### config.mk
export PLATFORM = sky130hd
export DESIGN_NAME = fetch_controller
export DESIGN_NICKNAME = d
export VERILOG_FILES = /design/src/rtl/fetch_controller_pkg.sv /design/src/rtl/fetch_controller.sv
export SDC_FILE = /design/constraint.sdc
export NUM_CORES = 1
export LEC_CHECK = 0
export CELL_PAD_IN_SITES_DETAIL_PLACEMENT = 0
export CELL_PAD_IN_SITES_GLOBAL_PLACEMENT = 1
export CORE_MARGIN = 10
export CORE_UTILIZATION = 28
export DETAILED_ROUTE_END_ITERATION = 16
export PLACE_DENSITY_LB_ADDON = 0.05
export SYNTH_ARGS = -nofsm -noshare
export SYNTH_HDL_FRONTEND = slang
export SYNTH_SLANG_ARGS = --single-unit
### constraint.sdc
create_clock -name clk -period 2.7 [get_ports clk]
set_clock_uncertainty 0.2 [all_clocks]
set_input_delay 0.54 -clock clk [delete_from_list [all_inputs] [get_ports clk]]
set_output_delay 0.54 -clock clk [all_outputs]
set_load 0.03 [all_outputs]
### src/rtl/fetch_controller_pkg.sv
// ---------------------------------------------------------------------------
// fetch_controller_pkg
// Shared types and constants for the instruction fetch sequencer.
//   fetch_state_t   : sequencer state (IDLE / RUN)
//   CODE_ADDR_WIDTH : code memory address width, also the PC width
//   INSTR_WIDTH     : instruction word width
//   RETIRED_MAX     : saturation value of the retired-instruction counter
// ---------------------------------------------------------------------------
package fetch_controller_pkg;

    typedef enum logic {
        IDLE = 1'b0,
        RUN  = 1'b1
    } fetch_state_t;

    localparam int CODE_ADDR_WIDTH = 9;
    localparam int INSTR_WIDTH     = 16;

    localparam logic [15:0] RETIRED_MAX = 16'hFFFF;

endpackage

### src/rtl/fetch_controller.sv
// ---------------------------------------------------------------------------
// fetch_controller
// Drives the address of a synchronous-read code memory (data appears one
// clock after the address) and presents fetched words to the decoder over a
// valid/ready handshake. Sequential flow and jumps run without bubbles.
//
// Ports:
//   clk, reset      : clock, synchronous active-high reset
//   in_start        : leave IDLE and fetch from in_start_addr
//   in_start_addr   : first fetch address
//   in_halt         : stop fetching (RUN only)
//   in_jump         : redirect fetch to in_jump_addr (RUN only)
//   in_jump_addr    : jump target
//   in_ready        : decoder accepts out_instr this cycle
//   out_mem_addr    : combinational address to code memory
//   in_mem_data     : registered read data from code memory
//   out_valid       : out_instr / out_pc hold a fetched instruction
//   out_instr       : fetched instruction (0 when not valid)
//   out_pc          : address of out_instr
//   out_running     : sequencer is in RUN
//   out_retired     : accepted-instruction count, saturating
// ---------------------------------------------------------------------------
module fetch_controller
    import fetch_controller_pkg::*;
#(
    parameter int ADDR_WIDTH = CODE_ADDR_WIDTH,
    parameter int DATA_WIDTH = INSTR_WIDTH
) (
    input  logic                  clk,
    input  logic                  reset,
    input  logic                  in_start,
    input  logic [ADDR_WIDTH-1:0] in_start_addr,
    input  logic                  in_halt,
    input  logic                  in_jump,
    input  logic [ADDR_WIDTH-1:0] in_jump_addr,
    input  logic                  in_ready,
    output logic [ADDR_WIDTH-1:0] out_mem_addr,
    input  logic [DATA_WIDTH-1:0] in_mem_data,
    output logic                  out_valid,
    output logic [DATA_WIDTH-1:0] out_instr,
    output logic [ADDR_WIDTH-1:0] out_pc,
    output logic                  out_running,
    output logic [15:0]           out_retired
);

    localparam logic [ADDR_WIDTH-1:0] PC_ONE = {{(ADDR_WIDTH-1){1'b0}}, 1'b1};

    fetch_state_t          state_q, state_d;
    logic [ADDR_WIDTH-1:0] pc_q, pc_d;
    logic                  valid_q, valid_d;
    logic [15:0]           retired_q, retired_d;
    logic [ADDR_WIDTH-1:0] pc_inc;
    logic                  accept;

    assign accept = valid_q && in_ready;
    // Natural ADDR_WIDTH-bit overflow gives the wrap from the last word to 0.
    assign pc_inc = pc_q + PC_ONE;

    always_comb begin
        state_d      = state_q;
        pc_d         = pc_q;
        valid_d      = valid_q;
        retired_d    = retired_q;
        out_mem_addr = pc_q;

        case (state_q)
            IDLE: begin
                // Present the start address early so its word is ready the
                // cycle after in_start.
                out_mem_addr = in_start_addr;
                if (in_start) begin
                    pc_d    = in_start_addr;
                    valid_d = 1'b1;
                    state_d = RUN;
                end
            end
            RUN: begin
                if (in_halt) begin
                    state_d      = IDLE;
                    valid_d      = 1'b0;
                    out_mem_addr = pc_q;
                end else if (in_jump) begin
                    // Unaccepted current word is simply dropped: the target
                    // word replaces it next cycle.
                    out_mem_addr = in_jump_addr;
                    pc_d         = in_jump_addr;
                end else if (accept) begin
                    out_mem_addr = pc_inc;
                    pc_d         = pc_inc;
                end else begin
                    // Stall: re-read the same word so out_instr stays stable.
                    out_mem_addr = pc_q;
                end
            end
            default: begin
                state_d = IDLE;
                valid_d = 1'b0;
            end
        endcase

        // An accept counts even when a halt or jump shares the cycle.
        if (accept && (retired_q != RETIRED_MAX)) begin
            retired_d = retired_q + 16'd1;
        end

        if (reset) begin
            out_mem_addr = '0;
        end
    end

    always_ff @(posedge clk) begin
        if (reset) begin
            state_q   <= IDLE;
            pc_q      <= '0;
            valid_q   <= 1'b0;
            retired_q <= '0;
        end else begin
            state_q   <= state_d;
            pc_q      <= pc_d;
            valid_q   <= valid_d;
            retired_q <= retired_d;
        end
    end

    assign out_valid   = valid_q;
    assign out_pc      = pc_q;
    assign out_instr   = valid_q ? in_mem_data : '0;
    assign out_running = (state_q == RUN);
    assign out_retired = retired_q;

endmodule

# After elaboration in Yosys (flattened, before gate mapping)
# Index checks and enable logic that the tools add are counted.
[classes]
add_sub_neg = 2
reduce_logical = 3
bitwise_logic = 1
n_mux = 14
n_eq_ne = 3
[ops]
columns = ["op", "n"]
rows = [
  ["$mux 9", 5],
  ["$pmux 9 s2", 2],
  ["$add 16x1->16 const B", 1],
  ["$mux 16", 1],
  ["$ne 16x16->1 const B", 1],
  ["$add 9x1->9 const B", 1],
  ["$mux 1", 4],
  ["$ne 2x2->1 const B", 2],
  ["$pmux 1 s2", 2],
  ["$logic_and 1x1->1", 2],
  ["$reduce_and 2->1", 1],
  ["$not 1->1", 1],
]
[word_totals]
word_cells = 27
regBits = 27
out_inout_bits = 52

# Longest topological paths before layout
[logic_depth]
word_depth = 6
mapped_depth = 6
ltp_nobuf = 5

# Least setup slack after synthesis
# No wires, ideal clock.
[synth_timing]
kind = "reg-to-output"
from = "reg state_q (netlist: out_running)"
to = "out out_mem_addr[7]"
slack_ps = -48
path_buffers = 2
t_arrival_ps = 2008
path_stages_with_launch = 5
cell_sequence = "dfxtp_1 -> clkbuf_1 -> buf_1 -> nor2_1 -> o32ai_1"
[synth_between]
elab_chain_len = 3
[synth_lines]
columns = ["item", "line_no", "source"]
rows = [
  ["start: declaration", "fetch_controller.sv:48", "fetch_state_t state_q, state_d;"],
  ["start signal: assignment", "fetch_controller.sv:118", "state_q <= state_d;"],
  ["$not 1->1", "-", ""],
  ["$pmux 9 s2 (*)", "fetch_controller.sv:66", "case (state_q)"],
  ["$mux 9 (*)", "fetch_controller.sv:106", "if (reset) begin"],
  ["end: declaration", "fetch_controller.sv:37", "output logic [ADDR_WIDTH-1:0] out_mem_addr,"],
]
# Every way passes the cells marked *; elsewhere a longest branch is shown, timed or not.

# Worst setup path after layout
[layout_timing]
from = "in in_halt"
to = "out out_mem_addr[5]"
[layout_between]
elab_chain_len = 3
[layout_lines]
columns = ["item", "line_no", "source"]
rows = [
  ["start: declaration", "fetch_controller.sv:33", "input logic in_halt,"],
  ["$mux 9", "-", ""],
  ["$pmux 9 s2", "fetch_controller.sv:66", ""],
  ["$mux 9", "fetch_controller.sv:106", ""],
]
# No other way between the ends.

==> metrics.md <==
| Metric | Value |
|---|---|
| Status | `complete, no violations` |
| Effective utilization at floorplan | `between 20% and 30%` |
| Clock-pin slew on the worst setup and hold paths | `100 ps` |
| Met1 Wirelength | `3180 microns` |
| CP peak stage delay | `410 ps` |
| Fin util | `49.4%` |
| Antenna violations before repair | `0` |
| DR WL/cell | `15.9 microns` |
| Power Total | `~1.1 mW` |
| Worst Hold Path Cells | `2` |
| Detailed Place HPWL | `approximately 5200 microns` |
| Layout fillers | `652` |
| Full die area | `between 10000 and 15000 sq um` |
| Critical-path cell list | `dlygate4sd2_1 -> or3b_1 -> or4_1 -> nand2_1 -> o21a_1 -> buf_6` |
| Seq/Total Area, Yosys | `29.1%` |
| Setup crit start kind | `input port` |
| Global Route Usage Sum | `12.7%` |
| Top-area cell type share of the netlist area | `29.1%` |
| Number of global-route vias before repair | `2197` |
| First-pass GRT wire length | `10900 microns` |
| Cell with the most instances after synthesis | `dfxtp_1` |
| Routed wl met2 | `roughly 2800 microns` |
| Number of synthesized flops with an enable pin | `0` |
| Worst slew pin tran | `599 ps` |
| CP Max Fanout | `2` |
| Post-Layout Inst Area | `3150 sq um` |
| ANT nets after route | `0` |
| Iter 0 DRT Violations | `59` |
| Worst slew margin | `between 50% and 60%` |
| Hold Path Class | `reg -> reg` |
| Biggest area consumer among synthesized cells | `dfxtp_1` |
| Vias | `2265` |
| Rows | `29` |
| Cell Pwr Density | `341 nW/um^2` |
| Total wire length | `slightly below 7000 microns` |
| Yosys warns | `0` |
| Residual DRC | `0` |
| Yosys cell types | `52` |
| CTS tree | `yes` |
| Synth Flop Type | `dfxtp_1` |
| Final slew viol count | `0` |
| Delay-heaviest family, CP | `simple AND/OR/NAND/NOR gates` |
| VDD IR-drop max | `about 0.18 mV` |
| Gr ovfl total | `0` |
| WL met3 | `roughly 820 microns` |
| FMAX | `374 MHz` |
| Fin nets | `between 300 and 400` |
| H-Tree Depth | `1` |
| Slowest CP cell | `or4_1` |
| Root Driver | `clkbuf_8` |
| IO Pins | `92` |
| Synth area leaders | `dfxtp_1, and2_1, a21oi_1` |
| WP depth | `6` |
| TritonCTS Buffers | `3` |
| Mapped Area | `between 1500 and 2000 sq um` |
| Critical path data arrival time | `slightly below 2000 ps` |
| Crit Path Category | `in -> out` |
| Port Buf Inserts | `91` |
| Syn Inst Count | `241` |
| WP buf/inv | `2` |
| Core Area | `6390 sq um` |
| Hold Buf Count CTS | `0` |
| Via/cell ratio | `5.29` |
| Tcrit/Tclk final | `between 90% and 100%` |
| Top post-synthesis cells by count | `dfxtp_1, nand2_1, a21oi_1` |
| Async set-reset flop share out of synthesis | `0%` |
| Hold Slack | `between 300 and 400 ps` |
| Die Ht | `101 microns` |
| Yosys reg bits | `27` |
| Clock sink total | `27` |
| Clock Latency Late Sink | `280 ps` |
| Area after DPL | `3010 sq um` |
| Layout Area Growth over Synthesis | `70.0%` |
| Inserted Diodes | `0` |
| RSZ-0062 raised after global routing | `true` |
| Pleak | `1.12 nW` |
| Share of cells above drive strength 1 | `about a fifth` |
| R2R Setup Slk | `680 ps` |
| Routability congestion estimate | `0.796` |
| Final min period | `2670 ps` |
| Worst-case clock buffer depth | `2` |
| Max Used Layer | `met4` |
| Worst reg-to-reg path cell count | `4` |
| Crit end category | `primary output` |
| Fin. Hold Viols | `0` |
| Max Cap Viol | `0` |
| Average cell area after synthesis | `7.69 sq um` |
| Setup Viol. Count Final | `0` |
| Data required, critical path | `1960 ps` |
| Largest net degree at the start of global routing | `33` |
| Die width | `101 microns` |
| Mapped Nets | `283` |
| Drt first pass iters | `4` |
## worst reg2reg max path, stage by stage (launching register included)
cell and delay (ps):
dfxtp_1 450, nand4_2 230, or3_4 410, or4_1 510, a21oi_1 160
## path summary, 6_finish.rpt
| path | from | to |
|---|---|---|
| worst max-delay path | in_halt | out_mem_addr[5] |
| worst min-delay path | out_valid | out_valid |
| worst max register to register | out_retired[3] | out_retired[13] |
| worst min register to register | out_valid | out_valid |
## registers in the layout, indices dropped and copies added (netlist names)
name and count:
out_retired 16, out_pc 9, out_running 1, out_valid 1
## area by class of cell
| type | count | area [sq um] | share of cell area, % |
|---|---|---|---|
| flip-flops and latches | 27 | 547 | 17.3 |
| inverters | 8 | 33.8 | 1.07 |
| well taps | 77 | 96.3 | 3.06 |
| repair buffers | 122 | 1130 | 36.0 |
| clock buffers | 3 | 41.3 | 1.31 |
| clock inverters | 1 | 5.00 | 0.159 |
| multi-input cells | 190 | 1300 | 41.1 |
## through the flow
step                      cells  setup TNS [ps]  worst slack [ps]
after floorplan             241               0              36.2
after global placement      421           -1510              -258
after detailed placement    421           -1610              -278
after CTS                   426               0              9.00
after global routing        428            -179             -45.6
final                       428               0              28.6
## power breakdown
group | internal (mW) | leakage (nW) | total, mW | switching (mW)
sequential | 0.416 | 0.222 | 0.437 | 0.0202
clock | 0.104 | 0.0255 | 0.241 | 0.137
combinational | 0.189 | 0.872 | 0.397 | 0.207
## layout by cell type (no fill, tap or decap), drive strengths merged, types with 3 or more instances in the layout
cell type,count
buf,40
nand4,7
inv,6
nor4,6
dfxtp,27
nor3,4
and2,16
nand3,9
nor2,16
nand2,19
o31ai,8
a211oi,10
o21ai,12
a31oi,4
clkdlybuf4s50,79
nand3b,4
a21oi,17
nor2b,4
clkbuf,4
or3,6
mux2,3
or4,8
o211ai,3
## repair_timing
item                                   in CTS  in global routing
setup endpoints to repair                   9                  8
pin swaps                                   8                  4
cloned                                      0                  0
buffers inserted                            1                  2
gates resized for setup                    12                 12
endpoints found under the hold margin       0                  0
## per-layer routing
metal	GRT usage (%)	vias up
met3	6.94	2
met5	0	-
li1	-	1133
met2	17.6	79
met1	17.1	1051
met4	1.93	0
## cell families after synthesis
group	share of synthesized area (%)
buffers and inverters	4.99
AOI/OAI and AO/OA	27.1
adders and majority gates	1.35
and+or+nand+nor	33.5
DFF	29.1
muxes	2.90
xor gates and xnor gates	0.945
No activity file was read; power rests on OpenSTA's default activity.
